<file path="config.mk">
export PLATFORM = sky130hd
export DESIGN_NAME = port_arbiter
export DESIGN_NICKNAME = d
export VERILOG_FILES = /design/src/rtl/port_arbiter.sv
export SDC_FILE = /design/constraint.sdc
export NUM_CORES = 1
export LEC_CHECK = 0
export ABC_AREA = 1
export CAP_MARGIN = 15
export CORE_UTILIZATION = 44
export CTS_CLUSTER_DIAMETER = 30
export DETAILED_ROUTE_END_ITERATION = 10
export GPL_TIMING_DRIVEN = 0
export PLACE_DENSITY = 0.87
export SLEW_MARGIN = 30
export SYNTH_ARGS = -nofsm -noshare
export SYNTH_HDL_FRONTEND = slang
export SYNTH_SLANG_ARGS = --single-unit
</file>
<file path="constraint.sdc">
create_clock -name clk -period 3.8 [get_ports clk]
set_clock_uncertainty 0.1 [all_clocks]
set_input_delay 0.57 -clock clk [delete_from_list [all_inputs] [get_ports clk]]
set_output_delay 0.57 -clock clk [all_outputs]
set_load 0.02 [all_outputs]
</file>
<file path="src/rtl/port_arbiter.sv">
// port_arbiter
//   Round-robin arbiter sharing one output flit holding register among N_REQ
//   input ports. The winning input's flit is loaded into the holding register
//   and presented downstream with a valid/ready handshake.
//
//   Optional feature macro: PORT_ARB_PKT_LOCK_EN
//     defined   : wormhole packet locking. An input granted a non-tail flit
//                 owns the port until its tail flit (bit DATA_WIDTH-1) loads.
//     undefined : per-flit round-robin, tail bit ignored, busy_o tied to 0.
//
//   Ports
//     clk          clock, rising edge
//     rst          asynchronous reset, active low
//     req_i        per-input flit-available request
//     data_i       flits, input i at [i*DATA_WIDTH +: DATA_WIDTH]
//     grant_o      one-hot (or zero) grant; flit i consumed when req_i[i] & grant_o[i]
//     out_valid_o  holding register contains a flit
//     out_ready_i  downstream accepts the flit this cycle
//     out_data_o   holding register contents, zero when not valid
//     busy_o       packet lock held
//
//   Lock FSM states
//     state     | meaning
//     ST_IDLE   | no packet in flight, round-robin arbitration
//     ST_LOCKED | owner_q mid-packet, only the owner may be granted
module port_arbiter #(
  parameter int N_REQ      = 4,
  parameter int DATA_WIDTH = 17
) (
  input  logic                        clk,
  input  logic                        rst,
  input  logic [N_REQ-1:0]            req_i,
  input  logic [N_REQ*DATA_WIDTH-1:0] data_i,
  output logic [N_REQ-1:0]            grant_o,
  output logic                        out_valid_o,
  input  logic                        out_ready_i,
  output logic [DATA_WIDTH-1:0]       out_data_o,
  output logic                        busy_o
);

  localparam int IDX_W = (N_REQ > 1) ? $clog2(N_REQ) : 1;

  logic                  valid_q, valid_d;
  logic [DATA_WIDTH-1:0] data_q, data_d;
  logic [IDX_W-1:0]      ptr_q, ptr_d;

  logic                  accept;
  logic                  drain;
  logic                  load;
  logic                  rr_found;
  logic [IDX_W-1:0]      rr_idx;
  logic [IDX_W-1:0]      rr_cand;
  logic [IDX_W-1:0]      grant_idx;
  logic                  grant_ok;
  logic [DATA_WIDTH-1:0] sel_data;

  function automatic logic [IDX_W-1:0] next_idx(input logic [IDX_W-1:0] i);
    next_idx = IDX_W'((int'(i) + 1) % N_REQ);
  endfunction

`ifdef PORT_ARB_PKT_LOCK_EN
  typedef enum logic {
    ST_IDLE   = 1'b0,
    ST_LOCKED = 1'b1
  } state_t;

  state_t           state_q, state_d;
  logic [IDX_W-1:0] owner_q, owner_d;
  logic             sel_tail;
`endif

  // Round-robin scan starting at the pointer, wrapping modulo N_REQ.
  always_comb begin
    rr_found = 1'b0;
    rr_idx   = '0;
    rr_cand  = '0;
    for (int off = 0; off < N_REQ; off++) begin
      rr_cand = IDX_W'((int'(ptr_q) + off) % N_REQ);
      if (!rr_found && req_i[rr_cand]) begin
        rr_found = 1'b1;
        rr_idx   = rr_cand;
      end
    end
  end

  always_comb begin
    accept = ~valid_q | out_ready_i;
    drain  = valid_q & out_ready_i;

`ifdef PORT_ARB_PKT_LOCK_EN
    // While locked, arbitration is bypassed: only the owner can win, and an
    // idle owner leaves a bubble rather than handing the port to someone else.
    if (state_q == ST_LOCKED) begin
      grant_idx = owner_q;
      grant_ok  = req_i[owner_q];
    end else begin
      grant_idx = rr_idx;
      grant_ok  = rr_found;
    end
`else
    grant_idx = rr_idx;
    grant_ok  = rr_found;
`endif

    load     = accept & grant_ok;
    grant_o  = load ? (N_REQ'(1) << grant_idx) : '0;
    sel_data = data_i[grant_idx*DATA_WIDTH +: DATA_WIDTH];

    // Load wins over drain so fill+drain in one edge keeps valid high.
    valid_d = valid_q;
    data_d  = data_q;
    if (load) begin
      valid_d = 1'b1;
      data_d  = sel_data;
    end else if (drain) begin
      valid_d = 1'b0;
      data_d  = '0;
    end

    ptr_d = ptr_q;
`ifdef PORT_ARB_PKT_LOCK_EN
    sel_tail = sel_data[DATA_WIDTH-1];
    state_d  = state_q;
    owner_d  = owner_q;
    case (state_q)
      ST_IDLE: begin
        if (load) begin
          if (sel_tail) begin
            ptr_d = next_idx(grant_idx);
          end else begin
            state_d = ST_LOCKED;
            owner_d = grant_idx;
          end
        end
      end
      ST_LOCKED: begin
        if (load && sel_tail) begin
          state_d = ST_IDLE;
          ptr_d   = next_idx(owner_q);
        end
      end
      default: state_d = ST_IDLE;
    endcase
`else
    if (load) begin
      ptr_d = next_idx(grant_idx);
    end
`endif
  end

  always_ff @(posedge clk or negedge rst) begin
    if (!rst) begin
      valid_q <= 1'b0;
      data_q  <= '0;
      ptr_q   <= '0;
    end else begin
      valid_q <= valid_d;
      data_q  <= data_d;
      ptr_q   <= ptr_d;
    end
  end

`ifdef PORT_ARB_PKT_LOCK_EN
  always_ff @(posedge clk or negedge rst) begin
    if (!rst) begin
      state_q <= ST_IDLE;
      owner_q <= '0;
    end else begin
      state_q <= state_d;
      owner_q <= owner_d;
    end
  end

  assign busy_o = (state_q == ST_LOCKED);
`else
  assign busy_o = 1'b0;
`endif

  assign out_valid_o = valid_q;
  assign out_data_o  = valid_q ? data_q : '0;

endmodule

</file>
# Word level (Yosys, flattened, before mapping)
# Index checks and enable logic that the tools add are counted.
[classes]
muxes = 22
shift = 2
n_reduce_logical = 7
add_sub_neg = 4
magnitude_cmp = 4
n_bitwise = 4
multipliers = 1
[op_table]
columns = ["cell", "count"]
rows = [
  ["$shiftx A68 B8 Y17", 1],
  ["$mux W17", 3],
  ["$lt A2 B3 Y1 const B", 4],
  ["$mux W1", 10],
  ["$bmux W1 S2", 4],
  ["$mux W2", 4],
  ["$mul A2 B5 Y7 const B", 1],
  ["$add A2 B1 Y2 const B", 2],
  ["$add A2 B2 Y2 const B", 2],
  ["$mux W4", 1],
  ["$shl A1 B2 Y4 const A", 1],
  ["$logic_and A1 B1 Y1", 3],
  ["$logic_not A1 Y1", 3],
  ["$and A1 B1 Y1", 2],
  ["$reduce_bool A2 Y1", 1],
  ["$not A1 Y1", 1],
  ["$or A1 B1 Y1", 1],
]
[word_totals]
regBits = 20
word_cells = 47
in_bits = 75
out_inout_bits = 23

# Logic depth before layout (Yosys ltp)
[depth]
ltp_word = 15
depth_mapped = 17
depth_no_buf = 16

# Worst setup path before layout
# OpenSTA, ideal clock, no wires.
[synth_path]
kind = "in2out"
start = "in req_i[1]"
end = "out grant_o[3]"
setup_slack_ns = 1.212
path_stages = 12
arrival_time_ns = 1.918
path_buffers = 1
required_time_ns = 3.130
path_cell_list = "inv_1 > nand2_2 > nand3_2 > nand2_2 > inv_2 > nand2_1 > nor2_2 > nand2_2 > nand2_2 > inv_2 > buf_4 > nor3_1"
[synth_between]
elab_chain_cells = 14
word_cells_on_any_way = 25
cone_classes = "1 x shift; 17 x mux; 1 x bitwise; 6 x reduce/logical"
[synth_lines]
columns = ["item", "line", "rtl"]
rows = [
  ["start, declared", "32", "input logic [N_REQ-1:0] req_i,"],
  ["$bmux W1 S2", "79", "if (!rr_found && req_i[rr_cand]) begin"],
  ["$mux W1 (implied by the code)", "79", ""],
  ["$mux W1", "79", ""],
  ["$logic_not A1 Y1", "79", ""],
  ["$logic_and A1 B1 Y1", "79", ""],
  ["$mux W1", "79", ""],
  ["$logic_not A1 Y1", "79", ""],
  ["$logic_and A1 B1 Y1", "79", ""],
  ["$mux W1", "79", ""],
  ["$logic_not A1 Y1", "79", ""],
  ["$logic_and A1 B1 Y1", "79", ""],
  ["$mux W2 or $mux W1 (tied branches)", "79", ""],
  ["$shl A1 B2 Y4 or $and A1 B1 Y1 (tied branches)", "106, 105", ""],
  ["$mux W4 *", "106", "grant_o = load ? (N_REQ'(1) << grant_idx) : '0;"],
  ["end, declared", "34", "output logic [N_REQ-1:0] grant_o,"],
]
# Mark *: on every way between the ends. The rest lies on a longest branch, timed or not. The select of a mux whose other input is x is not followed.

# Final worst setup path
[layout_path]
start = "in req_i[2]"
end = "out grant_o[0]"
# The elaborated chain is that of the path after synthesis.

==> reports/metrics.cfg <==
[sta]
final.period_utilization = 0.945
setup_viol = 0
fmax_mhz = 278
hold_viol = 0
slew_viol_final = 0
setup_tns_ns = 0
rsz0062_at_grt = no
finalCriticalPeriod_ns = 3.59

[setup_path]
critPathLaunch = req_i[2]
crit_arrival_ns = 2.92
crit_fanout = 10
worstSetupPathType = input pin to output pin
setup.worst_path.end_class = output pin
startpoint_type = input pin
crit_required_ns = 3.13
reg2reg_from = ptr_q[1]$_DFFE_PN0P_

[logic_synthesis]
synth_top_area_frac = 0.283
postSynthAreaPerCell_um2 = 6.01
yosysMostFrequentCell = nand2_1
synth_ff_type = dfrtp_1
synthCells = 324
synthTopCellsByArea = nand2_1 (28%), dfrtp_1 (26%), nand3_1 (11%)
synth-async-reset-ratio = 1.00
yosys_warnings = 0
synth_nets = 399
synth_cell_type_count = 22
netlist_top_cells_count = nand2_1 (147), inv_1 (50), nand3_1 (41), dfrtp_1 (20), nand2_2 (14)
ys_seq_elements = 20
synth_seq_area_share = 0.257
synthesis.area_mm2 = 0.00195
yosys.area.top_type = nand2_1
synth-edff-count = 0

[global_route]
grt_pass1_vias = 2106
grt_pass1_wl_mm = 9.50
grtUsageTotal = 0.272
antenna_found_initial = 0
met2_usage = 0.464
use_met3 = 0.0164
grt_start_max_net_pins = 21
grt_remaining_overflow = 0
grt.busiest_layer = met2
met1_usage = 0.361

[placement]
gp_congestion = 0.920
place_area_mm2 = 0.00297
io_buffers = 96
dp_hpwl_mm = 4.71

[final_layout]
drive_gt1_frac = 0.142
diodes = 0
syn2layout_area_growth_pct = 55.9
fin_nets = 500
fin_area_mm2 = 0.00304

[clock_tree]
clockRootBuffer = clkbuf_8
htree_num_levels = 1
clkSinkCount = 20
clock_latency_ns = 0.26
numCtsBuffers = 3
cts_tree = yes
post_cts_resized = 0
ctsLongestPathBuffers = 2
ctsHoldBuffers = 0
cts_setup_buffers = 0
clkTransAtPathRegs_ns = 0.08

[floorplan]
row_count = 23
io_pins = 98
die-area_mm2 = 0.00470
die_w_um = 68.5
die_h_um = 68.5
core_mm2 = 0.00412
initial_core_util = 0.473

[pwr]
p_leak_nw = 1.66
ir_worst_vdd_v = 0.000622
p_per_area_mw_per_mm2 = 1000

[route]
vias = 2315
dr.pass1.iters = 5
wl_per_cell_um = 12.5
drtIter0Drc = 135
drt-total-wl_mm = 5.93
via_per_inst = 4.88
drc_errors = 0
ant_nets = 0

[hold_path]
hold_class = input pin to async pin

[flow_run]
cap_violations = 0

[outcome]
status = completed

cells by family after synthesis:
| family | synth area share |
|---|---|
| flops | 0.257 |
| simple gates | 0.473 |
| other cells | 0.00192 |
| buf+inv | 0.170 |
| compound gates | 0.0976 |
path summary, 6_finish.rpt:
| check | end | slack [ns] | cells after the start |
|---|---|---|---|
| setup reg to reg | data_q[14]$_DFFE_PN0P_ | 1.74 | 12 |
| min in group clk | data_q[2]$_DFFE_PN0P_ | 0.39 | 2 |
| setup / recovery | grant_o[0] | 0.21 | 13 |
| hold reg to reg | data_q[2]$_DFFE_PN0P_ | 0.39 | 2 |
| max in group asynchronous | data_q[2]$_DFFE_PN0P_ | 3.16 | 1 |
| hold / removal | data_q[11]$_DFFE_PN0P_ | 0.13 | 1 |
per-layer routing:
layer / vias up / share of wire
met3: 11 / 0.060
met1: 1028 / 0.44
li1: 1183 / -
met5: - / 0
met2: 93 / 0.48
met4: 0 / 0.021
report_power, final:
group	switching, mW	internal [mW]
Combinational	1.48	0.950
Sequential	0.0669	0.333
Clock	0.0763	0.141
layout by cell type (no fill, tap or decap):
master,count
buf_2,8
buf_4,5
buf_6,4
bufinv_16,1
clkbuf_1,2
clkbuf_8,3
clkdlybuf4s50_1,95
conb_1,1
dfrtp_1,20
inv_1,50
inv_2,5
nand2_1,147
nand2_2,14
nand3_1,41
nand3_2,3
nand4_1,1
nor2_1,2
nor2_2,1
nor2_4,2
nor3_1,1
o211ai_1,1
o211ai_2,12
o21ai_0,1
o21ai_1,2
o21ai_2,2
worst max-delay path, stage by stage:
cell	delay, ns
clkdlybuf4s50_1	0.48
inv_1	0.06
nand2_1	0.09
nand3_1	0.11
nand2_1	0.10
inv_1	0.06
nand3_2	0.11
nand2_1	0.16
inv_1	0.13
buf_2	0.21
nand2_1	0.10
nor2_1	0.10
clkdlybuf4s50_1	0.64
registers in the layout, indices dropped and copies added, names as in the netlist:
signal,cells
ptr_q,2
out_valid_o,1
data_q,17
cell type report:
type | count | area (um2)
repair buffers | 96 | 956
fillers | 335 | 1080
plain buffers | 18 | 125
flip-flops and latches | 20 | 500
clock buffers | 3 | 41.3
clock inverters | 1 | 30.0
well taps | 50 | 62.6
multi-input cells | 231 | 1120
inverters | 55 | 206
metrics by stage:
step,hold WS [ns],utilization,setup slack [ns],power (mW),instances
after floorplan,0.174,-,1.21,2.09,324
after detailed placement,0.378,0.722,0.272,2.80,470
final,0.129,0.738,0.208,3.04,474
after global routing,0.170,0.738,0.0555,3.33,474
after global placement,0.363,0.722,0.308,2.73,470
after CTS,0.398,0.739,0.260,3.04,474
Note: power is estimated with default switching activity, not from simulation.
